==> config.mk <==
export PLATFORM = sky130hd
export DESIGN_NAME = vend_change
export DESIGN_NICKNAME = d
export VERILOG_FILES = /design/src/rtl/vend_change.sv
export SDC_FILE = /design/constraint.sdc
export NUM_CORES = 1
export LEC_CHECK = 0
export BUFFER_PORTS_ARGS = -buffer_cell sky130_fd_sc_hd__buf_2
export CAP_MARGIN = 40
export CORE_MARGIN = 2
export CORE_UTILIZATION = 45
export CTS_CLUSTER_DIAMETER = 50
export DETAILED_ROUTE_END_ITERATION = 10
export PLACE_DENSITY = 0.68
export SETUP_SLACK_MARGIN = 0.02
export SLEW_MARGIN = 10
export SYNTH_ARGS = -nofsm -noshare
export SYNTH_HDL_FRONTEND = slang
export SYNTH_SLANG_ARGS = --single-unit
export TNS_END_PERCENT = 10
==> constraint.sdc <==
create_clock -name ck -period 4.51 [get_ports ck]
set_input_delay 0.902 -clock ck [delete_from_list [all_inputs] [get_ports ck]]
set_output_delay 0.902 -clock ck [all_outputs]
set_load 0.005 [all_outputs]
==> src/rtl/vend_change.sv <==
// rtl/vend_change.sv - coin-operated vending controller with greedy change return
//
// Purpose: accumulates 10/50/100 yen coins into a credit register, dispenses
// one product when credit reaches PRICE, then returns any remainder one coin
// per clock (largest denomination first). Cancel in COLLECT refunds the credit.
//
// Parameters:
//   PRICE  product price in yen (multiple of 10, >= 10)
//   CW     credit register width (2**CW > PRICE + 100)
// Ports:
//   ck               clock, rising edge active
//   res              asynchronous active-low reset
//   c10, c50, c100   one-clock coin-inserted pulses
//   cancel           one-clock refund request
//   credit           registered current credit in yen
//   z                dispense pulse (one clock per product)
//   r10, r50, r100   return-coin pulses, at most one per clock
//   rej              registered pulse when an inserted coin is not credited
//   busy             high in VEND or CHANGE; coins are rejected meanwhile

module vend_change #(
  parameter int PRICE = 300,
  parameter int CW    = 10
) (
  input  logic          ck,
  input  logic          res,
  input  logic          c10,
  input  logic          c50,
  input  logic          c100,
  input  logic          cancel,
  output logic [CW-1:0] credit,
  output logic          z,
  output logic          r10,
  output logic          r50,
  output logic          r100,
  output logic          rej,
  output logic          busy
);

  typedef enum logic [1:0] {
    IDLE    = 2'd0,
    COLLECT = 2'd1,
    VEND    = 2'd2,
    CHANGE  = 2'd3
  } state_t;

  localparam logic [CW-1:0] PRICE_V = CW'(PRICE);
  localparam logic [CW-1:0] V10     = CW'(10);
  localparam logic [CW-1:0] V50     = CW'(50);
  localparam logic [CW-1:0] V100    = CW'(100);

  state_t        state_q, state_d;
  logic [CW-1:0] credit_d;
  logic          rej_d;

  logic [1:0]    coin_cnt;
  logic          any_coin;
  logic          multi_coin;
  logic [CW-1:0] coin_val;
  logic [CW-1:0] sum;
  logic [CW-1:0] vend_rem;
  logic [CW-1:0] ret_val;
  logic [CW-1:0] change_rem;

  // Coin decode; coin_val is only meaningful when exactly one coin is high.
  always_comb begin
    coin_cnt   = 2'(c10) + 2'(c50) + 2'(c100);
    any_coin   = (coin_cnt != 2'd0);
    multi_coin = (coin_cnt >= 2'd2);
    coin_val   = '0;
    if (c10)       coin_val = V10;
    else if (c50)  coin_val = V50;
    else if (c100) coin_val = V100;
  end

  // Moore outputs decoded from registered state and credit only.
  always_comb begin
    z    = (state_q == VEND);
    busy = (state_q == VEND) || (state_q == CHANGE);
    r100 = (state_q == CHANGE) && (credit >= V100);
    r50  = (state_q == CHANGE) && (credit < V100) && (credit >= V50);
    r10  = (state_q == CHANGE) && (credit < V50);
  end

  always_comb begin
    ret_val = '0;
    if (r100)      ret_val = V100;
    else if (r50)  ret_val = V50;
    else if (r10)  ret_val = V10;
  end

  // Max credit before a coin is PRICE-10, so sum never exceeds PRICE+90.
  assign sum        = credit + coin_val;
  assign vend_rem   = credit - PRICE_V;
  assign change_rem = credit - ret_val;

  always_comb begin
    state_d  = state_q;
    credit_d = credit;
    rej_d    = 1'b0;
    case (state_q)
      IDLE, COLLECT: begin
        if (cancel) begin
          // Cancel wins over any coin on the same edge; IDLE has nothing to refund.
          rej_d = any_coin;
          if (state_q == COLLECT) state_d = CHANGE;
        end else if (multi_coin) begin
          rej_d = 1'b1;
        end else if (any_coin) begin
          credit_d = sum;
          state_d  = (sum >= PRICE_V) ? VEND : COLLECT;
        end
      end
      VEND: begin
        rej_d    = any_coin;
        credit_d = vend_rem;
        state_d  = (vend_rem != '0) ? CHANGE : IDLE;
      end
      CHANGE: begin
        rej_d    = any_coin;
        credit_d = change_rem;
        if (change_rem == '0) state_d = IDLE;
      end
      default: begin
        state_d  = IDLE;
        credit_d = '0;
      end
    endcase
  end

  always_ff @(posedge ck or negedge res) begin
    if (!res) begin
      state_q <= IDLE;
      credit  <= '0;
      rej     <= 1'b0;
    end else begin
      state_q <= state_d;
      credit  <= credit_d;
      rej     <= rej_d;
    end
  end

endmodule

; ---- Word level (Yosys, flattened, before mapping)
; Index checks and enable logic that the tools add are counted.
; W data, S select, Z words.
[word_totals]
elab_cells = 58
register_bits = 13
in_bits = 6
out_inout_bits = 16
[classes]
muxes = 21
order_cmp = 6
n_eq_ne = 10
n_reduce_logical = 13
add_sub_neg = 5
[op_table]
columns = cell, n
row1 = $mux W10, 4
row2 = $pmux W10 S3, 1
row3 = $mux W7, 3
row4 = $mux W2, 7
row5 = $add A10 B10 Y10, 1
row6 = $ge A10 B6 Y1 const B, 1
row7 = $ge A10 B7 Y1 const B, 1
row8 = $ge A10 B9 Y1 const B, 1
row9 = $logic_not A10 Y1, 1
row10 = $lt A10 B6 Y1 const B, 1
row11 = $lt A10 B7 Y1 const B, 1
row12 = $reduce_bool A10 Y1, 1
row13 = $sub A10 B10 Y10, 1
row14 = $sub A10 B9 Y10 const B, 1
row15 = $ne A3 B3 Y1 const B, 3
row16 = $mux W6, 1
row17 = $ne A2 B2 Y1 const B, 3
row18 = $pmux W2 S3, 1
row19 = $eq A2 B2 Y1 const B, 2
row20 = $logic_and A1 B1 Y1, 4
row21 = $mux W4, 1
row22 = $reduce_and A4 Y1, 1
row23 = $reduce_or A2 Y1, 2
row24 = $reduce_and A3 Y1, 1
row25 = 10 further kinds, 11

; ---- Longest topological paths before layout
; Gate-level depths: netlist (run 1).
[logic_depth]
depth_word = 10
mapped_depth = 15
ltp_nobuf = 15

; ---- Worst setup path after synthesis (run 1)
; Ideal clock, no wire load.
[synth_path]
path_type = reg2reg
startpoint = reg credit[2]
endpoint = reg state_q[1]
stages_incl_launch_ff = 14
n_path_buf = 0
synth_period_minus_slack_ns = 3.580
arrival_time_ns = 3.435
setup_slack_ns = 0.930
setup_ns = 0.144
required_time_ns = 4.366
cell_sequence = dfrtp_1 -> inv_1 -> ha_1 -> o21ai_0 -> a21oi_1 -> or3_1 -> or3_1 -> ha_1 -> or2_1 -> o221a_1 -> or4_1 -> o311a_2 -> o41ai_4 -> o311ai_1
[synth_via]
elab_chain_len = 9
elab_cells_between_ends = 25
cone_classes = add/sub (3) / order compare (5) / eq/ne (1) / mux (9) / reduce/logical (7)
[synth_lines]
columns = item, line_no
row1 = start: declaration, 31  ; output logic [CW-1:0] credit,
row2 = start signal: assignment, 138  ; credit <= credit_d;
row3 = $lt A10 B6 Y1 or $lt A10 B7 Y1 (tied branches), "82, 81"
row4 = "$logic_and A1 B1 Y1, on equally long branches", "82, 81"
row5 = $mux W4 or $logic_and A1 B1 Y1 (tied branches), "89, 81"
row6 = $mux W6, 88  ; else if (r50) ret_val = V50;
row7 = $mux W7, 87  ; if (r100) ret_val = V100;
row8 = $sub A10 B10 Y10, 95  ; assign change_rem = credit - ret_val;
row9 = $logic_not A10 Y1, 122  ; if (change_rem == '0) state_d = IDLE;
row10 = $ne A2 B1 Y1 (no source line), n/a
row11 = $reduce_and A4 Y1 (no source line), n/a
row12 = end signal: assignment, 137  ; state_q <= state_d;
row13 = end: declaration, 52  ; state_t state_q, state_d;
; Parallel ways exist; a longest one is shown, timed or not. The select of a mux whose other input is x is not followed.
; A chain may end at the register's enable or synchronous reset.

; ---- Worst setup path in the final report (run 1)
[layout_path]
startpoint = reg credit[2]
endpoint = reg credit[9]
[layout_via]
elab_chain_len = 7
elab_cells_between_ends = 18
cone_classes = add/sub (3) / order compare (4) / mux (7) / reduce/logical (4)
[layout_lines]
columns = item, line_no
row1 = $lt A10 B6 Y1 or $lt A10 B7 Y1 (tied branches), "82, 81"
row2 = "$logic_and A1 B1 Y1, on equally long branches", "82, 81"
row3 = $mux W4 or $logic_and A1 B1 Y1 (tied branches), "89, 81"
row4 = $mux W6, 88
row5 = $mux W7, 87
row6 = $sub A10 B10 Y10, 95
row7 = $pmux W10 S3 (*), 101  ; case (state_q)
; Every way passes the cells marked *; elsewhere a longest branch is shown, timed or not. The select of a mux whose other input is x is not followed.

==> results.cfg, run 1 <==
[route]
first_pass_iters = 4
wl_per_cell_um = 15.2
final_antenna_net_count = 0
finalWirelength_um = 4530
num_vias = 1801
drt-initial-drc-count = 106
drc = 0
viasPerCell = 6.02

[finish]
multi_input_area_mm2 = 0.00139
final.fill_count = 407
layoutNonFillerInstCount = 299
n_antenna_cell = 0
design_area_mm2 = 0.00195
synthToLayoutAreaGrowth_pct = 7.53
nets = 275
drive_gt1_frac = 0.141
seq_area_um2 = 300

[synthesis]
synthCells = 237
syn_area_mm2 = 0.00181
syn_nets = 261
avgSynthCellArea_um2 = 7.64
synth.most_common_cell = nor2_1
yosysSeqAreaShare = 0.166
synth_top_cells_by_count = nor2_1 (25), a21oi_1 (23), nand2_1 (20), o21ai_0 (19), ha_1 (15)
ys.flop_type = dfrtp_1
yosys.area.top_type_share = 0.166
async_reset_ff_frac = 1.00
synthTopCellsByArea = dfrtp_1 (17%), ha_1 (10%), a21oi_1 (6.4%), o21ai_0 (5.3%), nor2_1 (5.2%)
synth_edf_count = 0
ys_types = 58
ys_warn_count = 0
synth_seq_cells = 12
yosys.area.top_type = dfrtp_1

[floorplanning]
dieArea_mm2 = 0.00455
die_w_um = 67.4
die_y_um = 67.4
core_mm2 = 0.00394
start_util = 0.459
rows = 23
ios = 22

[timing]
worst_pin_slew_ns = 0.700
slew_headroom = 0.534
rsz0062_at_grt = no
hold_viol_final = 0
setup_viol = 0
skew_ns = 0.00404
worst_hold_slack_ns = 0.525
max_freq_mhz = 252
setup_tns_ns = 0
period_minus_slack_ns = 3.97
post-route-period-util = 0.880
slew_viol_final = 0

[critical_path]
start_kind = register
end_kind = register
criticalPathCategory = register to register
crit_arrival_ns = 4.09
r2r-end = credit[9]
regToRegSetupSlack_ns = 0.54
r2r_cells = 13
crit_fanout = 13
timing.rr.start = credit[2]
required_ns = 4.63

[placement]
dpl.cell_count = 296
hpwl_um = 3580
dpl-instance-area_mm2 = 0.00191
numPortBuffers = 20
place_congestion = 0.851

[min_path]
hold_path_class = input pin to asynchronous set/reset pin

[global_routing]
first_global_vias = 1665
grt_pass1_wl_um = 7680
grt_start_max_net_pins = 24
grt_overflow_total = 0
antenna_found_initial = 0
grt_use_total = 0.221

[cts]
post-cts-setup-buffers = 0
cts-root-buf = clkbuf_8
post_cts_resized = 0
clk_latency_ns = 0.25
h-tree-depth = 1
cts_tree = yes
cts_buffers = 3
clockBufferDepth = 2
cts_hold_buf = 0
clkSinkCount = 12
clk_pin_slew_ns = 0.05

[power]
power_frac_seq = 0.168
power.internal_uw = 839
swShare = 0.523
leakagePower_uw = 0.000831
switching_power_uw = 918
ir_drop_mv = 0.288
pwr-share-clk = 0.057
power_uw = 1760
power.density_mw_per_mm2 = 903
p_comb_frac = 0.776

[run]
maxCapViolCount = 0

[outcome]
status = finished clean
-- routing by layer --
layer / wire length, um / share of wire / up-vias / global-route usage
met5: 0 / 0 / - / 0
met4: 89 / 0.020 / 0 / 0.0816
met3: 242 / 0.053 / 9 / 0.0200
met2: 2170 / 0.48 / 53 / 0.371
met1: 2030 / 0.45 / 843 / 0.293
li1: - / - / 896 / -
-- cell type report --
type                            count  area share
Inverter                           11      0.0212
Clock buffer                        3      0.0212
Sequential cell                    12       0.154
Tap cell                           50      0.0321
Timing Repair Buffer               22      0.0591
Multi-Input combinational cell    201       0.712
-- flip-flops by register name (all words and copies together), names as in the netlist --
register and count:
credit 9, rej 1, state_q 2
-- cell usage in the layout (no fill, tap or decap), drive strengths merged, types with 3 or more instances in the layout --
| cell type | instances |
|---|---|
| inv | 11 |
| nand3 | 5 |
| xor2 | 4 |
| ha | 15 |
| a211o | 3 |
| o211ai | 5 |
| nand2 | 20 |
| nand2b | 3 |
| dfrtp | 12 |
| nor3 | 6 |
| a21oi | 23 |
| clkbuf | 3 |
| o21ai | 19 |
| o311ai | 3 |
| nor2 | 25 |
| a211oi | 8 |
| fa | 3 |
| buf | 22 |
| nor2b | 5 |
| or3 | 4 |
| xnor2 | 10 |
| and4b | 3 |
-- power by group through the flow --
stage               Combinational [uW]  Clock [uW]  Sequential (uW)
detailed placement                1350           0              295
global route                      1530         108              311
floorplan                         1110           0              233
global placement                  1340           0              295
CTS                               1360         101              293
finish                            1360        99.4              295
-- critical path, cell delays in order (launching register included) --
cell       delay, ns
dfrtp_1         0.63
inv_1           0.17
ha_1            0.24
o21ai_0         0.17
a21oi_1         0.08
or3_1           0.35
or3_1           0.34
ha_1            0.34
a211oi_1        0.40
o21bai_1        0.20
a2111oi_2       0.46
xnor2_1         0.15
a211oi_1        0.26
a21oi_1         0.06
-- kinds of logic after synthesis --
kind of cell | synth area share
flip-flops | 0.166
buffers and inverters | 0.0684
adder cells (fa/ha/maj) | 0.137
XOR/XNOR | 0.0677
AO/OA/AOI/OAI | 0.303
AND/OR/NAND/NOR | 0.245
other | 0.00207
multiplexers | 0.0111
-- stage by stage --
stage                      util  setup WS, ns
after floorplan               -         0.930
after detailed placement  0.483         0.571
after CTS                 0.494         0.561
after global placement    0.483         0.698
after global routing      0.494         0.185
final                     0.494         0.542
-- worst max path at each step --
stage	startpoint	to	cells after the start
finish	credit[2]	credit[9]	13
global route	credit[2]	credit[9]	15
CTS	credit[2]	state_q[1]	13
detailed placement	credit[2]	credit[9]	13
global placement	credit[2]	credit[9]	13
floorplan	credit[2]	state_q[1]	13
No activity file was read; power rests on OpenSTA's default activity.
==> run 2: changes to the inputs <==
--- a/config.mk
+++ b/config.mk
@@ -12,6 +12,7 @@
 export CTS_CLUSTER_DIAMETER = 50
 export DETAILED_ROUTE_END_ITERATION = 10
 export PLACE_DENSITY = 0.68
+export RECOVER_POWER = 50
 export SETUP_SLACK_MARGIN = 0.02
 export SLEW_MARGIN = 10
 export SYNTH_ARGS = -nofsm -noshare
==> run 2 against run 1 <==
Net effect:
- total power shrank 0.39%
- register-to-register slack hardly changed
- sequential power is essentially flat
- count of clock-buffer cells in the layout unchanged
- via count barely moved
- fmax shrank 0.20%
==> results.cfg, run 2 (synthesized netlist as in run 1, its figures left out) <==
[timing]
skew_ns = 0.00399
hold_viol_final = 0
slew_viol_final = 0
post-route-period-util = 0.882
setup_tns_ns = 0
rsz0062_at_grt = no
max_freq_mhz = 251
setup_viol = 0
worst_pin_slew_ns = 0.799
period_minus_slack_ns = 3.98
slew_headroom = 0.468

[cts]
cts_tree = yes
cts_hold_buf = 0
post-cts-setup-buffers = 0
h-tree-depth = 1
clk_latency_ns = 0.25
cts-root-buf = clkbuf_8
clkSinkCount = 12
cts_buffers = 3
clk_pin_slew_ns = 0.05
clockBufferDepth = 2
post_cts_resized = 0

[global_routing]
grt_overflow_total = 0
first_global_vias = 1665
grt_pass1_wl_um = 7680
grt_start_max_net_pins = 24
antenna_found_initial = 0
grt_use_total = 0.221

[critical_path]
end_kind = register
regToRegSetupSlack_ns = 0.53
start_kind = register
slowest_delay_ns = 0.63
worstPathCellList = inv_1 -> ha_1 -> o21ai_0 -> a21oi_1 -> or3_1 -> or3_1 -> ha_1 -> a211oi_1 -> o21bai_1 -> a2111oi_2 -> xnor2_1 -> o211ai_2 -> o311ai_1
criticalPathCategory = register to register
crit_arrival_ns = 4.07
r2r_cells = 13
cp_top_family = compound AO/OA/AOI/OAI gates
r2r-end = state_q[1]
critical_path.startpoint = credit[2]
cp_slowest_cell = dfrtp_1
critPathBufInv = 1
required_ns = 4.60
crit_fanout = 13
timing.rr.start = credit[2]

[route]
wl_per_cell_um = 15.1
first_pass_iters = 4
viasPerCell = 6.03
num_vias = 1802
drt-initial-drc-count = 106
final_antenna_net_count = 0
finalWirelength_um = 4520
drc = 0

[floorplanning]
core_mm2 = 0.00394
rows = 23
ios = 22
start_util = 0.459
die_y_um = 67.4
dieArea_mm2 = 0.00455
die_w_um = 67.4

[power]
power_uw = 1750
power.density_mw_per_mm2 = 904
ir_drop_mv = 0.289
leakagePower_uw = 0.000819

[min_path]
hold_path_class = input pin to asynchronous set/reset pin

[placement]
place_congestion = 0.851
dpl.cell_count = 296
dpl-instance-area_mm2 = 0.00191
numPortBuffers = 20
hpwl_um = 3580

[finish]
nets = 275
design_area_mm2 = 0.00194
seq_area_um2 = 300
multi_input_area_mm2 = 0.00139
synthToLayoutAreaGrowth_pct = 6.98
layout_common_cells = nor2_1 (25), a21oi_1 (23), nand2_1 (20)
top_register = credit
final_util = 0.491
mostFrequentLayoutCell = nor2_1
n_antenna_cell = 0
layoutNonFillerInstCount = 299
largest_register_ffs = 9
largestRegisters = credit (9), state_q (2), rej (1)
drive_gt1_frac = 0.124
final.fill_count = 409

[run]
maxCapViolCount = 0

[outcome]
status = finished clean
-- run 2: cell types whose count changed in the layout (fill, tap and decap cells not counted) --
cell / delta
buf_2: -2
clkbuf_1: +4
buf_4: -2
-- run 2: final cells by class --
class                           instances  area share
Timing Repair Buffer                   22      0.0543
Tap cell                               50      0.0323
Multi-Input combinational cell        201       0.716
Clock buffer                            3      0.0213
Inverter                               11      0.0213
Sequential cell                        12       0.155
-- run 2: worst max path at each step --
stage | to | slack [ns] | cells after the start
6_report | state_q[1] | 0.53 | 13
4_1_cts | state_q[1] | 0.56 | 13
3_5_place_dp | credit[9] | 0.57 | 13
3_3_place_gp | credit[9] | 0.70 | 13
5_1_grt | state_q[1] | 0.17 | 15
2_1_floorplan | state_q[1] | 0.93 | 13
-- run 2: routing by layer --
metal  GRT usage  wire [um]  vias up
met5           0          0        -
met4      0.0816         89        0
li1            -          -      895
met1       0.293       2010      843
met3      0.0200        255        9
met2       0.371       2170       55
-- run 2: stage by stage --
stage / setup WS [ns] / hold WS [ns]
floorplan: 0.930 / 0.597
global placement: 0.698 / 0.666
detailed placement: 0.571 / 0.665
CTS: 0.561 / 0.539
global route: 0.173 / 0.718
finish: 0.534 / 0.655
-- run 2: report_power, final --
group / internal, uW / switching (uW)
combinational: 610 / 746
sequential: 164 / 131
clock: 59.0 / 40.4
total: 833 / 917
==> run 3: changes to the inputs <==
==> constraint.sdc (replaced) <==
create_clock -name ck -period 4.51 [get_ports ck]
set_input_delay 0.451 -clock ck [delete_from_list [all_inputs] [get_ports ck]]
set_output_delay 0.451 -clock ck [all_outputs]
set_load 0.005 [all_outputs]
==> run 3 against run 2 <==
Net effect:
- core utilization decreased by 0.13 points
- critical path depth unchanged
- cell count fell by 0.33%
- flip-flop and latch count did not move
- sequential power is 3% higher
- sequential share of layout area is essentially flat
- via count decreased by 3.6%
- critical path type unchanged
- largest cell class unchanged
- largest power group unchanged
- highest routed layer unchanged
==> results.cfg, run 3 (synthesized netlist as in run 1, its figures left out) <==
[timing]
slew_viol_final = 0
worst_pin_slew_ns = 0.735
max_freq_mhz = 257
period_minus_slack_ns = 3.89
skew_ns = 0.00290
worst_hold_slack_ns = 0.210
post-route-period-util = 0.861
setup_tns_ns = 0
rsz0062_at_grt = no
slew_headroom = 0.510
hold_viol_final = 0
setup_viol = 0

[route]
num_vias = 1738
wl_per_cell_um = 14.8
finalWirelength_um = 4420
drt-initial-drc-count = 74
drc = 0
viasPerCell = 5.83
final_antenna_net_count = 0
first_pass_iters = 4

[power]
leakagePower_uw = 0.000815
power.density_mw_per_mm2 = 902
ir_drop_mv = 0.263

[finish]
largest_register_ffs = 9
synthToLayoutAreaGrowth_pct = 6.70
design_area_mm2 = 0.00193
top_register = credit
nets = 274
mostFrequentLayoutCell = nor2_1
final.fill_count = 410
drive_gt1_frac = 0.121
largestRegisters = credit (9), state_q (2), rej (1)
n_antenna_cell = 0
layout_common_cells = nor2_1 (25), a21oi_1 (23), nand2_1 (20)

[global_routing]
grt_start_max_net_pins = 24
grt_overflow_total = 0
antenna_found_initial = 0
grt_pass1_wl_um = 7370
grt_use_total = 0.215
first_global_vias = 1523

[floorplanning]
die_y_um = 67.4
die_w_um = 67.4
rows = 23
core_mm2 = 0.00394
dieArea_mm2 = 0.00455
start_util = 0.459
ios = 22

[outcome]
status = finished clean

[cts]
clockBufferDepth = 2
h-tree-depth = 1
clk_pin_slew_ns = 0.05
post-cts-setup-buffers = 0
cts_hold_buf = 0
clk_latency_ns = 0.25
cts_tree = yes
clkSinkCount = 12
post_cts_resized = 0
cts-root-buf = clkbuf_8
cts_buffers = 3

[critical_path]
cp_slowest_cell = dfrtp_1
crit_fanout = 13
required_ns = 4.62
slowest_delay_ns = 0.62
crit_arrival_ns = 3.99
end_kind = register
start_kind = register
worstPathCellList = inv_1 -> ha_1 -> o21ai_0 -> a21oi_1 -> or3_1 -> or3_1 -> ha_1 -> a211oi_1 -> o21bai_1 -> a2111oi_2 -> xnor2_1 -> o211ai_2 -> o311ai_1
criticalPathCategory = register to register

[placement]
hpwl_um = 3500
numPortBuffers = 20
dpl-instance-area_mm2 = 0.00190
place_congestion = 0.843

[min_path]
hold_path_class = input pin to asynchronous set/reset pin

[run]
maxCapViolCount = 0
[run 3: worst paths after layout]
path / start / to / slack, ns / depth (start not counted)
min in group ck: cancel / rej / 0.53 / 3
min reg2reg: credit[9] / credit[9] / 0.72 / 2
min: res / state_q[0] / 0.21 / 1
max in group asynchronous: res / credit[1] / 3.87 / 1
max: credit[2] / state_q[1] / 0.62 / 13
max reg2reg: credit[2] / state_q[1] / 0.62 / 13
[run 3: where the power goes]
group / switching [uW] / internal, uW / leakage, uW
Combinational: 729 / 608 / 0.000660
Clock: 41.2 / 59.0 / 0.0000216
Sequential: 140 / 164 / 0.000133
[run 3: worst max-delay path: cells and delay by family, from the launching register on]
kind / cells / cell delay, ns
fa+ha+maj: 2 / 0.59
compound gates: 7 / 1.53
xor+xnor: 1 / 0.16
flops: 1 / 0.62
buf+inv: 1 / 0.17
simple gates: 2 / 0.68
[run 3: cell type report]
class / instances / area [um2] / share of cell area
Sequential cell: 12 / 300 / 0.155
Timing Repair Buffer: 21 / 100 / 0.0518
Inverter: 11 / 41.3 / 0.0214
Clock buffer: 3 / 41.3 / 0.0214
Multi-Input combinational cell: 201 / 1390 / 0.718
Tap cell: 50 / 62.6 / 0.0324
[run 3: per-stage QoR]
step	std cells	total power (uW)	worst slack, ns	util
detailed placement	295	1640	0.634	0.481
CTS	298	1750	0.621	0.492
global placement	295	1630	0.688	0.481
finish	298	1740	0.625	0.490
global route	298	1930	0.325	0.490
floorplan	237	1350	0.930	-
[run 3: per-layer routing]
metal	track usage	vias up	part of all wire
met5	0	-	0
met4	0.0714	0	0.012
met2	0.349	39	0.47
li1	-	893	-
met1	0.296	801	0.48
met3	0.0233	5	0.039
